--- config.mk ---
export PLATFORM = sky130hd
export DESIGN_NAME = alu_result_buffer
export DESIGN_NICKNAME = d
export VERILOG_FILES = /design/src/rtl/alu_result_buffer.sv
export SDC_FILE = /design/constraint.sdc
export NUM_CORES = 1
export LEC_CHECK = 0
export ABC_AREA = 1
export BUFFER_PORTS_ARGS = -buffer_cell sky130_fd_sc_hd__buf_2
export CAP_MARGIN = 20
export CORE_MARGIN = 8
export CORE_UTILIZATION = 58
export CTS_CLUSTER_DIAMETER = 30
export DETAILED_ROUTE_END_ITERATION = 12
export GPL_ROUTABILITY_DRIVEN = 0
export PLACE_DENSITY_LB_ADDON = 0.25
export SETUP_SLACK_MARGIN = 0.2
export SYNTH_ARGS = -nofsm -noshare
export SYNTH_HDL_FRONTEND = slang
export SYNTH_SLANG_ARGS = --single-unit
--- constraint.sdc ---
create_clock -name clk -period 5.6 [get_ports clk]
set_input_delay 1.12 -clock clk [delete_from_list [all_inputs] [get_ports clk]]
set_output_delay 1.12 -clock clk [all_outputs]
set_load 0.02 [all_outputs]
--- src/rtl/alu_result_buffer.sv ---
// Result FIFO between the ALU and its consumer. A registered output stage holds
// the head entry, and the buffer keeps sticky carry/overflow/illegal-op flags.
module alu_result_buffer #(
  parameter int DEPTH = 4
) (
  input  logic        clk,
  input  logic        rst_n,
  input  logic        in_valid,
  output logic        in_ready,
  input  logic [3:0]  in_op,
  input  logic [31:0] in_result,
  input  logic [15:0] in_rem,
  input  logic [3:0]  in_flags,
  output logic        out_valid,
  input  logic        out_ready,
  output logic [3:0]  out_op,
  output logic [31:0] out_result,
  output logic [15:0] out_rem,
  output logic [3:0]  out_flags,
  input  logic        sticky_clr,
  output logic        sticky_c,
  output logic        sticky_v,
  output logic        sticky_err,
  output logic [15:0] op_count,
  output logic [4:0]  level
);

  localparam int         AW       = (DEPTH > 1) ? $clog2(DEPTH) : 1;
  localparam int         EW       = 56;
  localparam logic [4:0] LVL_FULL = 5'(DEPTH);

  logic [EW-1:0] r_mem [DEPTH];
  logic [AW-1:0] r_wr_ptr;
  logic [AW-1:0] r_rd_ptr;
  logic [4:0]    r_level;
  logic          r_init;
  logic [EW-1:0] r_out;
  logic          r_sticky_c;
  logic          r_sticky_v;
  logic          r_sticky_err;
  logic [15:0]   r_op_count;

  logic          w_push;
  logic          w_pop;
  logic [AW-1:0] w_wr_ptr_nxt;
  logic [AW-1:0] w_rd_ptr_nxt;
  logic [4:0]    w_level_nxt;
  logic [EW-1:0] w_in_entry;
  logic [EW-1:0] w_head_nxt;
  logic          w_arith;
  logic          w_set_c;
  logic          w_set_v;
  logic          w_set_err;

  // r_init keeps in_ready low until the first edge after reset release
  assign in_ready   = r_init && (r_level != LVL_FULL);
  assign out_valid  = (r_level != 5'd0);
  assign w_push     = in_valid && in_ready;
  assign w_pop      = out_valid && out_ready;
  assign w_in_entry = {in_op, in_result, in_rem, in_flags};

  assign {out_op, out_result, out_rem, out_flags} = r_out;
  assign sticky_c   = r_sticky_c;
  assign sticky_v   = r_sticky_v;
  assign sticky_err = r_sticky_err;
  assign op_count   = r_op_count;
  assign level      = r_level;

  // Next pointers, occupancy, and the entry that becomes head after this edge
  always_comb begin
    w_wr_ptr_nxt = r_wr_ptr;
    w_rd_ptr_nxt = r_rd_ptr;
    w_level_nxt  = r_level;
    w_head_nxt   = r_mem[r_rd_ptr];
    if (w_push) begin
      w_wr_ptr_nxt = r_wr_ptr + AW'(1);
    end else begin
      w_wr_ptr_nxt = r_wr_ptr;
    end
    if (w_pop) begin
      w_rd_ptr_nxt = r_rd_ptr + AW'(1);
    end else begin
      w_rd_ptr_nxt = r_rd_ptr;
    end
    case ({w_push, w_pop})
      2'b10:   w_level_nxt = r_level + 5'd1;
      2'b01:   w_level_nxt = r_level - 5'd1;
      default: w_level_nxt = r_level;
    endcase
    // The slot being written this edge is not in r_mem yet, so forward it
    if (w_push && (w_rd_ptr_nxt == r_wr_ptr)) begin
      w_head_nxt = w_in_entry;
    end else begin
      w_head_nxt = r_mem[w_rd_ptr_nxt];
    end
  end

  // Sticky flag set conditions for the entry being accepted
  always_comb begin
    w_arith   = (in_op == 4'b0000) || (in_op == 4'b0001);
    w_set_c   = 1'b0;
    w_set_v   = 1'b0;
    w_set_err = 1'b0;
    if (w_push) begin
      w_set_c   = w_arith && in_flags[1];
      w_set_v   = w_arith && in_flags[0];
      w_set_err = (in_op >= 4'b1100);
    end else begin
      w_set_c   = 1'b0;
      w_set_v   = 1'b0;
      w_set_err = 1'b0;
    end
  end

  // Entry storage; stale contents are unreachable because pointers reset
  always_ff @(posedge clk) begin
    if (w_push) begin
      r_mem[r_wr_ptr] <= w_in_entry;
    end
  end

  // Control state, output stage, sticky flags and saturating counter
  always_ff @(posedge clk or negedge rst_n) begin
    if (!rst_n) begin
      r_wr_ptr     <= '0;
      r_rd_ptr     <= '0;
      r_level      <= 5'd0;
      r_init       <= 1'b0;
      r_out        <= '0;
      r_sticky_c   <= 1'b0;
      r_sticky_v   <= 1'b0;
      r_sticky_err <= 1'b0;
      r_op_count   <= 16'd0;
    end else begin
      r_wr_ptr     <= w_wr_ptr_nxt;
      r_rd_ptr     <= w_rd_ptr_nxt;
      r_level      <= w_level_nxt;
      r_init       <= 1'b1;
      if (w_level_nxt != 5'd0) begin
        r_out <= w_head_nxt;
      end
      r_sticky_c   <= w_set_c   || (r_sticky_c   && !sticky_clr);
      r_sticky_v   <= w_set_v   || (r_sticky_v   && !sticky_clr);
      r_sticky_err <= w_set_err || (r_sticky_err && !sticky_clr);
      if (w_push && (r_op_count != 16'hFFFF)) begin
        r_op_count <= r_op_count + 16'd1;
      end
    end
  end

endmodule

**Yosys cells after proc, flatten, opt, wreduce, memory -nomap -nowiden**

Memory sizes are Yosys's and may differ from the RTL's. A register that Yosys moved wholly into a read port is not among the register bits.
Cells that the tools add are included.

- Multiplexer cells: 7
- Equal/unequal tests: 5
- Magnitude comparators: 1
- Add/subtract/negate cells: 5
- Reductions and logical operators: 18

Operators with widths:

| kind | number |
|---|---|
| $add 16x1->16 const B | 1 |
| $ne 16x16->1 const B | 1 |
| $pmux 5 s2 | 1 |
| $reduce_bool 5->1 | 2 |
| $logic_and 1x1->1 | 9 |
| $add 5x1->5 const B | 1 |
| $mux 1 | 5 |
| $ne 5x3->1 const B | 1 |
| $sub 5x1->5 const B | 1 |
| $add 2x1->2 const B | 2 |
| $eq 4x1->1 const B | 1 |
| $ge 4x4->1 const B | 1 |
| $logic_not 4->1 | 1 |
| $logic_or 1x1->1 | 4 |
| $eq 2x1->1 const B | 1 |
| $eq 2x2->1 const B | 1 |
| $logic_not 1->1 | 2 |
| $mux 2 | 1 |

- Bits of input ports: 61
- Bits in writable memories: 224
- Output and inout port bits: 82
- Register bits after elaboration: 29
- Memories: 1

Memory list:

| memory | words | bits a word | rd ports | clocked after Yosys merged registers in | write ports | line | RTL |
|---|---|---|---|---|---|---|---|
| r_mem | 4 | 56 | 1 | 1 | 1 | 32 | `logic [EW-1:0] r_mem [DEPTH];` |

**Depth between registers and ports, before layout**

Gate-level depths: netlist (run 1).

- Word-level depth: 6
- Gate-level depth with buffers: 24

**Worst setup path before layout (run 1)**

OpenSTA, ideal clock, no wires.

- Path kind: input port to flip-flop
- From: in in_valid
- To: mem r_mem[0][0], enable pin
- Arrival: 4.202 ns
- Library setup time: 0.470 ns
- Stages on the path: 5
- Path buffers: 1
- Path slack: 0.928 ns
- Cell sequence: inv_1 > nor2_4 > clkbuf_1 > inv_1 > nor2_1

- Word-level cells in the longest chain between the ends: 3

Ends and longest elaborated chain:

| item | line | RTL |
|---|---|---|
| start, declared | 8 | `input logic in_valid,` |
| $logic_and 1x1->1 | 58 | `assign w_push = in_valid && in_ready;` |
| $mux 1 | 117 | `if (w_push) begin` |
| $mux 1 (not written as such) | 118 | `r_mem[r_wr_ptr] <= w_in_entry;` |
| end, declared | 32 |  |

No other way between the ends.

**Worst setup path in the final report (run 1)**

- From: reg r_level[4], in the netlist level[4]
- To: reg r_out[5], read port of r_mem

- Word-level cells in the longest chain between the ends: 6

Ends and longest elaborated chain:

| item | line | RTL |
|---|---|---|
| start, declared | 35 | `logic [4:0] r_level;` |
| start signal, assigned | 137 | `r_level <= w_level_nxt;` |
| $ne 5x3->1 | 56 | `assign in_ready = r_init && (r_level != LVL_FULL);` |
| $logic_and 1x1->1 | 56 |  |
| $logic_and 1x1->1 | 58 |  |
| $eq 2x1->1 or $eq 2x2->1 (tied branches) | 85 | `case ({w_push, w_pop})` |
| $pmux 5 s2 (*) | 85 |  |
| named net w_level_nxt[1] | 47 | `logic [4:0] w_level_nxt;` |
| $reduce_bool 5->1 (*) | 139 | `if (w_level_nxt != 5'd0) begin` |
| end, declared | 37 | `logic [EW-1:0] r_out;` |

Mark *: on every way through the listed nets, which the timed path passes. The rest lies on a longest branch.
A chain may end at the register's enable or synchronous reset.

==> metrics.txt, run 1 <==
clk sink count=a little over 300; Post-Route Setup TNS=0 ps; Yosys warning total=0; layout cell share with drive strength beyond 1=between 10% and 20%; clock skew=17.49 ps; WL/cell=between 15 and 20 um; synthesis-to-finish area growth=20.19%; DRC=0; fmax=approximately 0.25 GHz; CTS buffer count=59; Max VDD drop=~0.36 mV; maxcap violations=0; Leakage=8.407 nW; CP max stage delay=between 400 and 500 ps; unrepaired setup endpoints after global routing=false; vias after detailed routing=around 11000; remaining global-route overflow=0; CP max stage cell=nand3_2; non-filler cells, final=2049; CTS Buffer Depth=3; vias per cell=5.407; final setup vio count=0; Bufs and invs on worst path=2; Distinct cells, synth=28; synthesized net count=between 1500 and 2000; All-Layer GR Usage=between 20% and 30%; placed insts=approximately 1900; Least-Margin Pin Slew=between 1000 and 1500 ps; Levels on crit path=16; top cell family by delay on the critical path=simple AND/OR/NAND/NOR gates; Final min period=roughly 4000 ps; vias in the first global route=roughly 11000; hpwl dp=20.12 mm; startpoint types=flip-flop; Worst setup EP type=flip-flop; height of the die=173.4 um; die width=approximately 170 um; fin. max-slew vios=0; cts hold-fix bufs=0; # Post-CTS Setup Buffers=0; Final Hold Fails=0; H-tree Lvls=2; Clock Pin Slew Worst Setup and Hold Paths=50 ps; status=completed; hold depth=2; CP most frequent cell=nand2_1; drt first pass iters=7; Syn Inst Count=1533; critical path data arrival time=4430 ps; Cell Chain, Critical Path=nor2_1 > nand3_1 > nand2_1 > nor2_4 > inv_1 > ha_1 > xor2_1 > ha_1 > nand2_1 > nand2_1 > or2_1 > nor2_1 > nand3_2 > buf_4 > nand2_1 > nand2_1; final worst path period share=71.05%; drt initial violations=about 1100; site row count=between 50 and 60; FF+latch count, synth=just over 300; Die Footprint=30060 um^2; Core Region=around 24000 um^2; fill cell count=between 1500 and 2000; sequential share of the synthesized area=between 60% and 70%; syn avg cell area=9.371 um^2; Crit Path Max Fanout=32; area of the multi-input gates=4056 um^2; FF-to-FF path depth=16; Resized Gates After CTS=0; num ports=around 140; Initial Util=roughly three fifths; worst hold path type=flip-flop to flip-flop; port bufs=~140; Slew headroom=31.15%; Pwr Density=591.5 nW/um^2; Nets=between 1500 and 2000; Worst-Skew Late Latency=around 570 ps; TritonCTS clock tree=yes; critical path type=flip-flop to flip-flop; FF+latch area=approximately 8900 um^2; Post-Syn Area=around 14000 um^2; post-layout util=between 70% and 80%; antenna viol nets, final=0; largest net degree at the start of global routing=67; Worst EP required=6050 ps; first-pass GRT wire length=between 50 and 60 mm; clock root cell=clkbuf_16; final wirelength=around 36 mm; initial antenna violation count=2
-- worst paths after layout --
check / end / slack (ps) / from
setup / recovery: r_out[5]$_DFFE_PN0P_ / 1620 / level[4]$_DFF_PN0_
hold / removal: r_out[38]$_DFFE_PN0P_ / 470 / r_out[38]$_DFFE_PN0P_
setup reg to reg: r_out[5]$_DFFE_PN0P_ / 1620 / level[4]$_DFF_PN0_
hold reg to reg: r_out[38]$_DFFE_PN0P_ / 470 / r_out[38]$_DFFE_PN0P_
max in group asynchronous: r_out[16]$_DFFE_PN0P_ / 3980 / rst_n
min in group asynchronous: r_out[36]$_DFFE_PN0P_ / 530 / rst_n
-- cell usage in the layout (no fill, tap or decap), types with 8 or more instances in the layout --
cell and instances:
clkbuf_16 61, buf_2 141, clkinvlp_4 8, clkinv_2 9, nand3_1 245, ha_1 8, buf_4 22, edfxtp_1 224
xor2_1 13, dfrtp_1 85, nand2_1 501, nand4_1 57, nor2_1 17, inv_1 255
-- tightest hold or removal path, cell delays in order (launching register included) --
cell	delay, ps
dfrtp_1	330
nand2_1	50
nand2_1	50
-- final cells by class --
cell class / count / area share (%)
tap: 324 / 2.348
timing repair buffer: 165 / 5.275
inverter: 257 / 5.587
antenna: 2 / 0.02899
sequential: 309 / 51.28
multi-input combinational: 881 / 23.49
clock buffer: 74 / 9.471
clock inverter: 37 / 2.522
-- logic make-up after synthesis --
kind of cell	count (synthesis)	share of synthesized area (%)
AO/OA/AOI/OAI	6	0.2351
XOR/XNOR	19	1.158
adder cells (fa/ha/maj)	8	0.6968
buffers and inverters	343	10.49
flip-flops	309	61.63
other	1	0.02610
AND/OR/NAND/NOR	847	25.77
-- per-stage QoR --
step                power [mW]  setup WS [ps]  hold slack (ps)  cell area, um^2
detailed placement       6.608           1172            460.7            15170
CTS                      10.24           1624            474.2            17240
global route             10.79           1328            488.8            17270
finish                   10.21           1621            468.7            17270
global placement         6.522           1273            458.7            15170
floorplan                5.656          927.7            511.9            14370
-- where the power goes --
| group | internal [mW] | switching, mW |
|---|---|---|
| Combinational | 0.962 | 2.50 |
| Clock | 2.40 | 1.21 |
| Sequential | 2.93 | 0.215 |
| Total | 6.29 | 3.92 |
-- registers in the layout (all words and copies together), names as in the netlist --
name / cells
level: 5
op_count: 16
r_init: 1
r_mem: 224
r_out: 56
r_rd_ptr: 2
r_wr_ptr: 2
sticky_c: 1
sticky_err: 1
sticky_v: 1
-- cells in the mapped netlist, drive strengths merged --
cell	count	area share, %
buf	72	3.4
clkbuf	14	0.37
conb	1	0.026
dfrtp	85	15
edfxtp	224	47
ha	8	0.70
inv	257	6.7
nand2	509	13
nand3	248	8.7
nand3b	2	0.10
nand4	57	2.5
nor2	25	0.76
nor3	2	0.070
nor4	3	0.13
o21ai	3	0.10
o22ai	3	0.13
or2	1	0.044
xnor2	6	0.37
xor2	13	0.79
-- per-layer routing --
metal	routed length [um]	GRT usage, %
met5	0	0
met1	14220	28.95
met3	3046	4.531
met2	17880	41.16
met4	1065	10.78
(Power assumes the default switching activity.)
==> inputs of run 2 (changes only) <==
Settings changed: CORE_UTILIZATION 58 to 54.
Clock period 5.6 ns to 3.55 ns, I/O delays scaled along.
==> run 2 against run 1 <==
- sequential share of layout area decreased by 0.54 points
- sequential power increased by 58%
- combinational power increased by 59%
- utilization decreased by 4.0 points
- clock skew increased by 5.8 ps
- register-to-register slack got worse by 1100 ps
- worst setup slack got worse by 1100 ps
- critical endpoint is now r_out[30]$_DFFE_PN0P_
==> metrics.txt, run 2 (same netlist as run 1, synthesis figures left out) <==
CTS Buffer Depth=3; remaining global-route overflow=0; switching pwr=approximately 6.3 mW; Internal=approximately 10 mW; worst reg2reg setup slack=500 ps; fill cell count=~2000; Slew headroom=38.97%; vias per cell=between 5 and 6; Initial Util=roughly 55%; Setup WS pre-CTS=roughly 360 ps; Worst EP required=approximately 4000 ps; Least-Margin Pin Slew=between 900 and 1000 ps; maxcap violations=0; initial antenna violation count=1; vias after detailed routing=~11000; Tot Pwr=approximately 16 mW; post-layout util=66.96%; Worst-Skew Late Latency=between 500 and 600 ps; clock root cell=clkbuf_16; final wirelength=~36 mm; Nets=approximately 1700; Die Footprint=32080 um^2; Final Hold Fails=0; Crit Path Max Fanout=44; Post-Route Setup TNS=0 ps; clock skew=about 23 ps; Combinational Power Share=around a third; final setup vio count=0; design area=roughly 17000 um^2; critical path type=flip-flop to flip-flop; clk sink count=309; most frequent cells in the layout=501 x nand2_1, 255 x inv_1, 245 x nand3_1; most flop-heavy register=r_mem; DP Area=approximately 15000 um^2; height of the die=between 150 and 200 um; final worst path period share=a little under nine tenths; fmax=around 0.33 GHz; FF-to-FF path depth=17; DRC=0; unrepaired setup endpoints after global routing=false; status=completed; RR Startpoint=level[4]$_DFF_PN0_; hold slack=between 80 and 90 ps; Largest register FFs=224; Worst setup EP type=flip-flop; placed insts=1951; reg-to-reg endpoint=r_out[30]$_DFFE_PN0P_; critical path data arrival time=3550 ps; antenna viol nets, final=0; H-tree Lvls=2; Max VDD drop=between 0.6 and 0.7 mV; Leakage=roughly 8.5 nW; drt first pass iters=5; num ports=about 140; CTS buffer count=60; Core Region=~26000 um^2; startpoint types=flip-flop; layout cell share with drive strength beyond 1=between 10% and 20%; commonest non-fill, non-tap cell in the layout=nand2_1; synthesis-to-finish area growth=21.46%; All-Layer GR Usage=between 20% and 30%; drt initial violations=approximately 960; first-pass GRT wire length=about 57 mm; share of power burned in the clock network=a little over a third; Net Sw Frac=38.61%; vias in the first global route=11360; # Post-CTS Setup Buffers=0; WL/cell=17.28 um; Seq pwr share=a little under a third; die width=approximately 180 um; Final min period=approximately 3000 ps; site row count=59; port bufs=142; Pwr Density=~930 nW/um^2; non-filler cells, final=~2100; fin. max-slew vios=0; worst hold path type=input pin to asynchronous set/reset pin; largest net degree at the start of global routing=approximately 110; TritonCTS clock tree=yes; Clock Pin Slew Worst Setup and Hold Paths=roughly 50 ps; setup ws final=between 500 and 600 ps; hpwl dp=approximately 20 mm
[run 2: cell types whose count changed in the layout (fill, tap and decap cells not counted), moves of 2 or more]
cell,change
buf_12,+4
inv_6,+9
clkinv_4,-2
inv_8,+7
clkinv_8,+2
clkbuf_1,-6
clkbuf_8,-4
[run 2: worst max-delay path: stages (launching register included)]
cell     delay, ps
dfrtp_1        420
nor2_1         200
nand3_1        110
nand2_1        130
nor2_4          50
inv_1           70
ha_1           310
xor2_1         230
ha_1           270
nand2_1         70
nand2_1         50
or2_1          230
nor2_1         170
nand2_1        110
nor2_4         130
buf_12         250
nand2_1         90
nand2_1         80
[run 2: layout make-up]
cell class,instances,area [um^2],share of cell area (%)
clock buffers,65,1583,9.071
multi-input cells,881,4056,23.25
flip-flops and latches,309,8853,50.74
diodes,1,2.502,0.01434
clock inverters,49,548.0,3.141
well taps,335,419.2,2.402
inverters,257,964.7,5.528
repair buffers,170,1022,5.858
[run 2: worst max-delay path by stage]
stage / from / depth (start not counted) / slack, ps / endpoint
after floorplan: in_valid / 5 / -710 / r_mem[0][0]$_DFFE_PP_
after global placement: in_valid / 20 / 480 / r_out[0]$_DFFE_PN0P_
after detailed placement: in_valid / 20 / 360 / r_out[13]$_DFFE_PN0P_
after CTS: level[4]$_DFF_PN0_ / 21 / 410 / r_out[13]$_DFFE_PN0P_
after global routing: level[4]$_DFF_PN0_ / 17 / 220 / r_out[34]$_DFFE_PN0P_
final: level[4]$_DFF_PN0_ / 17 / 500 / r_out[30]$_DFFE_PN0P_
[run 2: what timing repair did]
action / in CTS / in global routing
hold endpoints to repair: 0 / 0
hold buffers: 0 / 0
setup endpoints to repair: 0 / 44
gates resized for setup: 0 / 1
[run 2: per-layer routing]
layer	GRT usage, %	up-vias	routed length, um
met3	4.465	58	2712
li1	-	5237	-
met2	39.09	427	17850
met4	7.585	2	620
met5	0	-	13
met1	27.76	5195	14530
[run 2: power by group through the flow]
stage | Combinational (mW) | Sequential (mW) | Clock, mW
2_1_floorplan | 3.44 | 5.48 | 0
3_3_place_gp | 5.38 | 5.00 | 0
3_5_place_dp | 5.52 | 5.01 | 0
4_1_cts | 5.55 | 4.97 | 5.87
5_1_grt | 6.16 | 5.04 | 6.04
6_report | 5.51 | 4.97 | 5.80
